## config.mk

```make
export PLATFORM = sky130hd
export DESIGN_NAME = syncn_pgen
export DESIGN_NICKNAME = d
export VERILOG_FILES = /design/src/rtl/syncn_pgen.sv
export SDC_FILE = /design/constraint.sdc
export NUM_CORES = 1
export LEC_CHECK = 0
export ABC_AREA = 1
export BUFFER_PORTS_ARGS = -buffer_cell sky130_fd_sc_hd__buf_2
export CAP_MARGIN = 20
export CORE_AREA = 2 2 39 41
export DETAILED_ROUTE_END_ITERATION = 10
export DIE_AREA = 0 0 41 43
export HOLD_SLACK_MARGIN = 0.06
export SYNTH_ARGS = -nofsm -noshare
export SYNTH_HDL_FRONTEND = slang
export SYNTH_SLANG_ARGS = --single-unit
```

## constraint.sdc

```tcl
create_clock -name c -period 0.8 [get_ports c]
set_input_delay 0.04 -clock c [delete_from_list [all_inputs] [get_ports c]]
set_output_delay 0.04 -clock c [all_outputs]
set_load 0.05 [all_outputs]
```

## src/rtl/syncn_pgen.sv

```systemverilog
// syncn_pgen: multi-channel CDC synchroniser producing a level, an edge pulse and sticky pend/ovf flags.
// Optional glitch filter on the synchronised level is compiled in with `define SYNCN_PGEN_FILT_EN.
module syncn_pgen #(
    parameter int WIDTH     = 1,
    parameter int STAGES    = 2,
    parameter int MODE      = 2,
    parameter bit RESET_VAL = 1'b0,
    parameter int FILT_LEN  = 4
) (
    input  logic             c,
    input  logic             rst_n,
    input  logic [WIDTH-1:0] d,
    input  logic [WIDTH-1:0] clr,
    output logic [WIDTH-1:0] q,
    output logic [WIDTH-1:0] p,
    output logic [WIDTH-1:0] pend,
    output logic [WIDTH-1:0] ovf
);

    if (STAGES < 2 || STAGES > 4) begin : g_bad_stages
        $error("syncn_pgen: STAGES must be in 2..4");
    end
    if (FILT_LEN < 2 || FILT_LEN > 16) begin : g_bad_filt
        $error("syncn_pgen: FILT_LEN must be in 2..16");
    end

    logic [WIDTH-1:0] r_sync [STAGES];
    logic [WIDTH-1:0] w_filt;
    logic [WIDTH-1:0] r_hist;
    logic [WIDTH-1:0] w_pulse;
    logic [WIDTH-1:0] r_pend;
    logic [WIDTH-1:0] r_ovf;

    always_ff @(posedge c or negedge rst_n) begin
        if (!rst_n) begin
            for (int k = 0; k < STAGES; k++) begin
                r_sync[k] <= {WIDTH{RESET_VAL}};
            end
        end else begin
            r_sync[0] <= d;
            for (int k = 1; k < STAGES; k++) begin
                r_sync[k] <= r_sync[k-1];
            end
        end
    end

`ifdef SYNCN_PGEN_FILT_EN
    localparam int CNT_W = $clog2(FILT_LEN);

    logic [WIDTH-1:0] r_filt;
    logic [CNT_W-1:0] r_cnt [WIDTH];

    // A new level is accepted only after it has persisted FILT_LEN cycles past the synchroniser.
    always_ff @(posedge c or negedge rst_n) begin
        if (!rst_n) begin
            r_filt <= {WIDTH{RESET_VAL}};
            for (int i = 0; i < WIDTH; i++) begin
                r_cnt[i] <= '0;
            end
        end else begin
            for (int i = 0; i < WIDTH; i++) begin
                if (r_sync[STAGES-1][i] == r_filt[i]) begin
                    r_cnt[i] <= '0;
                end else if (r_cnt[i] == CNT_W'(FILT_LEN - 1)) begin
                    r_filt[i] <= r_sync[STAGES-1][i];
                    r_cnt[i]  <= '0;
                end else begin
                    r_cnt[i] <= r_cnt[i] + CNT_W'(1);
                end
            end
        end
    end

    assign w_filt = r_filt;
`else
    assign w_filt = r_sync[STAGES-1];
`endif

    always_ff @(posedge c or negedge rst_n) begin
        if (!rst_n) begin
            r_hist <= {WIDTH{RESET_VAL}};
        end else begin
            r_hist <= w_filt;
        end
    end

    if (MODE == 0) begin : g_rise
        assign w_pulse = w_filt & ~r_hist;
    end else if (MODE == 1) begin : g_fall
        assign w_pulse = ~w_filt & r_hist;
    end else if (MODE == 2) begin : g_both
        assign w_pulse = w_filt ^ r_hist;
    end else begin : g_bad_mode
        $error("syncn_pgen: MODE must be 0, 1 or 2");
        assign w_pulse = '0;
    end

    // A new event outranks a same-cycle clear, so an event is never dropped silently.
    always_ff @(posedge c or negedge rst_n) begin
        if (!rst_n) begin
            r_pend <= '0;
            r_ovf  <= '0;
        end else begin
            r_pend <= w_pulse | (r_pend & ~clr);
            r_ovf  <= (w_pulse & r_pend & ~clr) | (r_ovf & ~clr);
        end
    end

    assign q    = r_hist;
    assign p    = w_pulse;
    assign pend = r_pend;
    assign ovf  = r_ovf;

endmodule

```

---- After elaboration in Yosys (flattened, before gate mapping) ----
Index checks and enable logic that the tools add are counted.
cells by class
  bitwise logic cells ..................... 8
operator list
  kind               count
  bitwise AND 1 bit  4
  OR 1 bit           2
  inverter 1 bit     1
  XOR 1 bit          1
word-level totals
  word-level logic and storage cells ...... 13
  register bits after elaboration ......... 5
  input port bits ......................... 4

---- Depth between registers and ports, before layout ----
  depth in word-level cells ............... 4
  depth in mapped cells ................... 4
  depth with buffers taken out ............ 4

---- Worst setup path before layout ----
No wires, ideal clock.
  path kind ............................... register to output
  start point ............................. register r_hist, in the netlist q
  end point ............................... output port p
  arrival ................................. 1140 ps
  path buffers ............................ 0
  cell stages (with the launch flop) ...... 5
  path slack .............................. -380 ps
  data required time ...................... 760 ps
  cell sequence ........................... dfrtp_1 -> inv_2 -> nand2_2 -> nand2_1 -> inv_1
on the way
  word-level cells in the longest chain between the ends .. 1
ends and longest elaborated chain
  element                 RTL line  text
  from (decl)             29        logic [WIDTH-1:0] r_hist;
  from (signal assigned)  81        r_hist <= {WIDTH{RESET_VAL}};
  from (signal assigned)  83        r_hist <= w_filt;
  XOR 1 bit               92        assign w_pulse = w_filt ^ r_hist;
  to (decl)               15        output logic [WIDTH-1:0] p,
No other way between the ends.

---- Worst setup path after layout ----
Same ends and word-level chain as after synthesis.

==> impl_results.md <==
* Post-synthesis mux area share at 0%
* Fill count at roughly 150
* Port Buffer Count at 7
* Multi-input gate area in the final layout at ~59 um^2
* Final setup fails at 6
* Max-cap check violation count at 0
* CTS tree: yes
* Number of cells after detailed placement at 45
* First-pass GRT wire length at slightly above 700 um
* Hold_ws at approximately 0.14 ns
* Area contributors post-synth: dfrtp_1 (68%), inv_1 (8.1%), nand2_1 (8.1%)
* Status: finished, violations left
* P_sw at between 0.0002 and 0.00025 W
* Complex-gate fraction of the synthesized area at under 10%
* VDD IR max at ~0.0010 V
* H-Tree Depth at 1
* Final hold vios at 0
* Period minus WS final at around 1.1 ns
* Layout Cells excl Fill at 54
* Final worst setup slack at -0.309 ns
* DR WL/cell at roughly 7.0 um
* Worst R2R End: ovf
* Final RePlAce weighted congestion at about 0.65
* R2r startpoint: q
* Die Span Y at 43 um
* Final Routed Wirelength at 376 um
* Simple logic cell fraction of the synthesized area at 17.6%
* Slew HR at approximately 90%
* Layout Nets at 43
* Overall power after layout at between 0.0007 and 0.0008 W
* Unrepaired setup endpoints after global routing: yes
* Crit path launch type: flip-flop
* Mapped Cells at 18
* Worst-path fanout max at 3
* Flop pwr share at a little under two fifths
* Worst Setup End Kind: output port
* Met3 routed WL at between 15 and 20 um
* Post-synth EDFFs at 0
* Post-DP HPWL at approximately 240 um
* Core ar. at 1380 um^2
* GR Overflow Total at 0
* Layout Skew at ~0.0027 ns
* Register area at about 130 um^2
* Seq/Total Area, Yosys at 67.6%
* Worst EP arrival at ~1.1 ns
* Num CTS Buffers at 3
* Vias per cell at about 3.4
* Post-Synth XOR/XNOR Area at 0%
* Drc violations at 0
* Leak at slightly below 0.2 nW
* Synth Flop Type: dfrtp_1
* Logic pwr share at 25.8%
* Hold Crit Class: in -> async
* Worst r2r path cells at 6
* Worst Path Required at ~0.76 ns
* Worst-path clk slew at ~0.04 ns
* Max layer used: met3
* #FFs+latches synth at 5
* Least-Margin Pin Slew at 0.111 ns
* Switching share of power at between 20% and 30%
* Largest family of logic cells by synthesized area: simple AND/OR/NAND/NOR gates
* Detailed-route via count at roughly 180
* Initial DRT Pass Iterations at 2
* Failing checks: negative setup slack
* Starting DRT DRC Count at 2
* Metal-1 WL at between 100 and 150 um
* Die width at around 40 um
* Ant diodes at 0
* PwrDens at around 1900 nW/um^2
* Netlist Area Pre-Place at approximately 190 um^2
* Maximum clock path buffer count at 2
* Adder-Cell Fraction of Synth Area at 0%
* Upper clock frequency limit at roughly 900 MHz
* Setup TNS at -0.879 ns
* Vias in the first global route at 196
* Synth Area per Inst at approximately 10 um^2
* Synth area leader: dfrtp_1
* CP Class: reg -> out
* Critical Path End: p
* Unique masters post-synth at 8
* Internal Power at between 0.0005 and 0.0006 W
* Share of layout cells above drive strength 1 at 73.7%
* Largest net degree at the start of global routing at 6
* Count leader, synth: dfrtp_1
* Final core utilization at approximately 29%
* Initial antenna violation count at 0
* CP startpoint: q
* Most frequent cells after synthesis: dfrtp_1 (5), inv_1 (4), nand2_1 (4)
* Syn_nets at 22
* Synthesis-to-finish area growth at 117%
* GRT Total Usage at 6.77%
* Initial Utilization at 13.4%
* Post-route antenna net violation count at 0
* Clk sinks at 5
* Clock network power share at 36.9%
* Yosys top cell area share at 67.6%
* Top Ports at 8
* Clock Latency Late Sink at around 0.24 ns
* Reg-to-reg setup timing slack at -0.20 ns
* CTS root buf: clkbuf_4
* Cell Rows at 14
* Yosys warnings at 0
* Fin crit share at 139%
* Synth async-reset ratio at between 90% and 100%
* Die ar. at 1760 um^2
* Max-slew violation count at 0
* Wire length on met2 at approximately 220 um
what timing repair did:
item | in CTS | in global routing
pin swaps | 1 | 1
endpoints found under the hold margin | 7 | 0
hold buffers | 3 | 0
setup buffers | 2 | 1
gates resized for setup | 9 | 5
setup endpoints to repair | 6 | 6
final cells by class:
| class | instances | share of cell area, % |
|---|---|---|
| well taps | 16 | 4.98 |
| flip-flops and latches | 5 | 31.8 |
| clock buffers | 4 | 6.54 |
| inverters | 5 | 5.61 |
| repair buffers | 16 | 36.4 |
| multi-input cells | 8 | 14.6 |
per-layer routing:
metal / track usage (%) / vias up
li1: - / 93
met1: 5.92 / 86
met2: 9.69 / 5
met3: 4.71 / 0
met4: 6.00 / 0
met5: 0 / -
layout by cell type (no fill, tap or decap):
cell type,n
clkbuf_1,1
nor2_2,1
o21ai_2,1
nand2_1,1
buf_4,4
dfrtp_2,2
nand2_4,1
dfrtp_1,3
nand3_2,1
nand2_2,3
dlygate4sd3_1,3
buf_8,1
inv_2,2
buf_2,3
clkbuf_4,3
buf_6,5
clkinvlp_4,1
inv_1,2
how the worst min path moves through the flow:
stage / from / to / depth (start not counted)
2_1_floorplan: rst_n / ovf / 0
3_3_place_gp: rst_n / r_sync[1] / 1
3_5_place_dp: rst_n / r_sync[1] / 1
4_1_cts: rst_n / ovf / 2
5_1_grt: rst_n / r_sync[1] / 2
6_report: rst_n / ovf / 2
power by group through the flow:
| stage | Combinational (W) | Sequential, W | Clock (W) |
|---|---|---|---|
| 2_1_floorplan | 0.0000457 | 0.000334 | 0 |
| 6_report | 0.000199 | 0.000287 | 0.000284 |
| 3_3_place_gp | 0.000142 | 0.000287 | 0 |
| 4_1_cts | 0.000188 | 0.000287 | 0.000297 |
| 5_1_grt | 0.000213 | 0.000290 | 0.000326 |
| 3_5_place_dp | 0.000143 | 0.000288 | 0 |
worst max-delay path, stage by stage (launching register included):
cell	delay, ns
dfrtp_2	0.42
inv_2	0.06
nand2_2	0.06
nand2_4	0.07
clkinvlp_4	0.07
buf_6	0.14
state kept, by name, summed over array words and instances (netlist names):
register,flops
ovf,1
pend,1
q,1
r_sync,1
w_filt,1
cells by family (layout without fill, tap and decap cells):
| logic type | count (synthesis) | count (layout) |
|---|---|---|
| AOI/OAI and AO/OA | 1 | 1 |
| DFF | 5 | 5 |
| and+or+nand+nor | 7 | 7 |
| buffers and inverters | 5 | 25 |
through the flow:
step | area (um^2) | worst slack (ns)
3_3_place_gp | 282 | -0.0969
3_5_place_dp | 282 | -0.109
6_report | 402 | -0.309
4_1_cts | 383 | -0.319
2_1_floorplan | 196 | -0.202
5_1_grt | 402 | -0.376
Power figures use the tool's default switching activity.
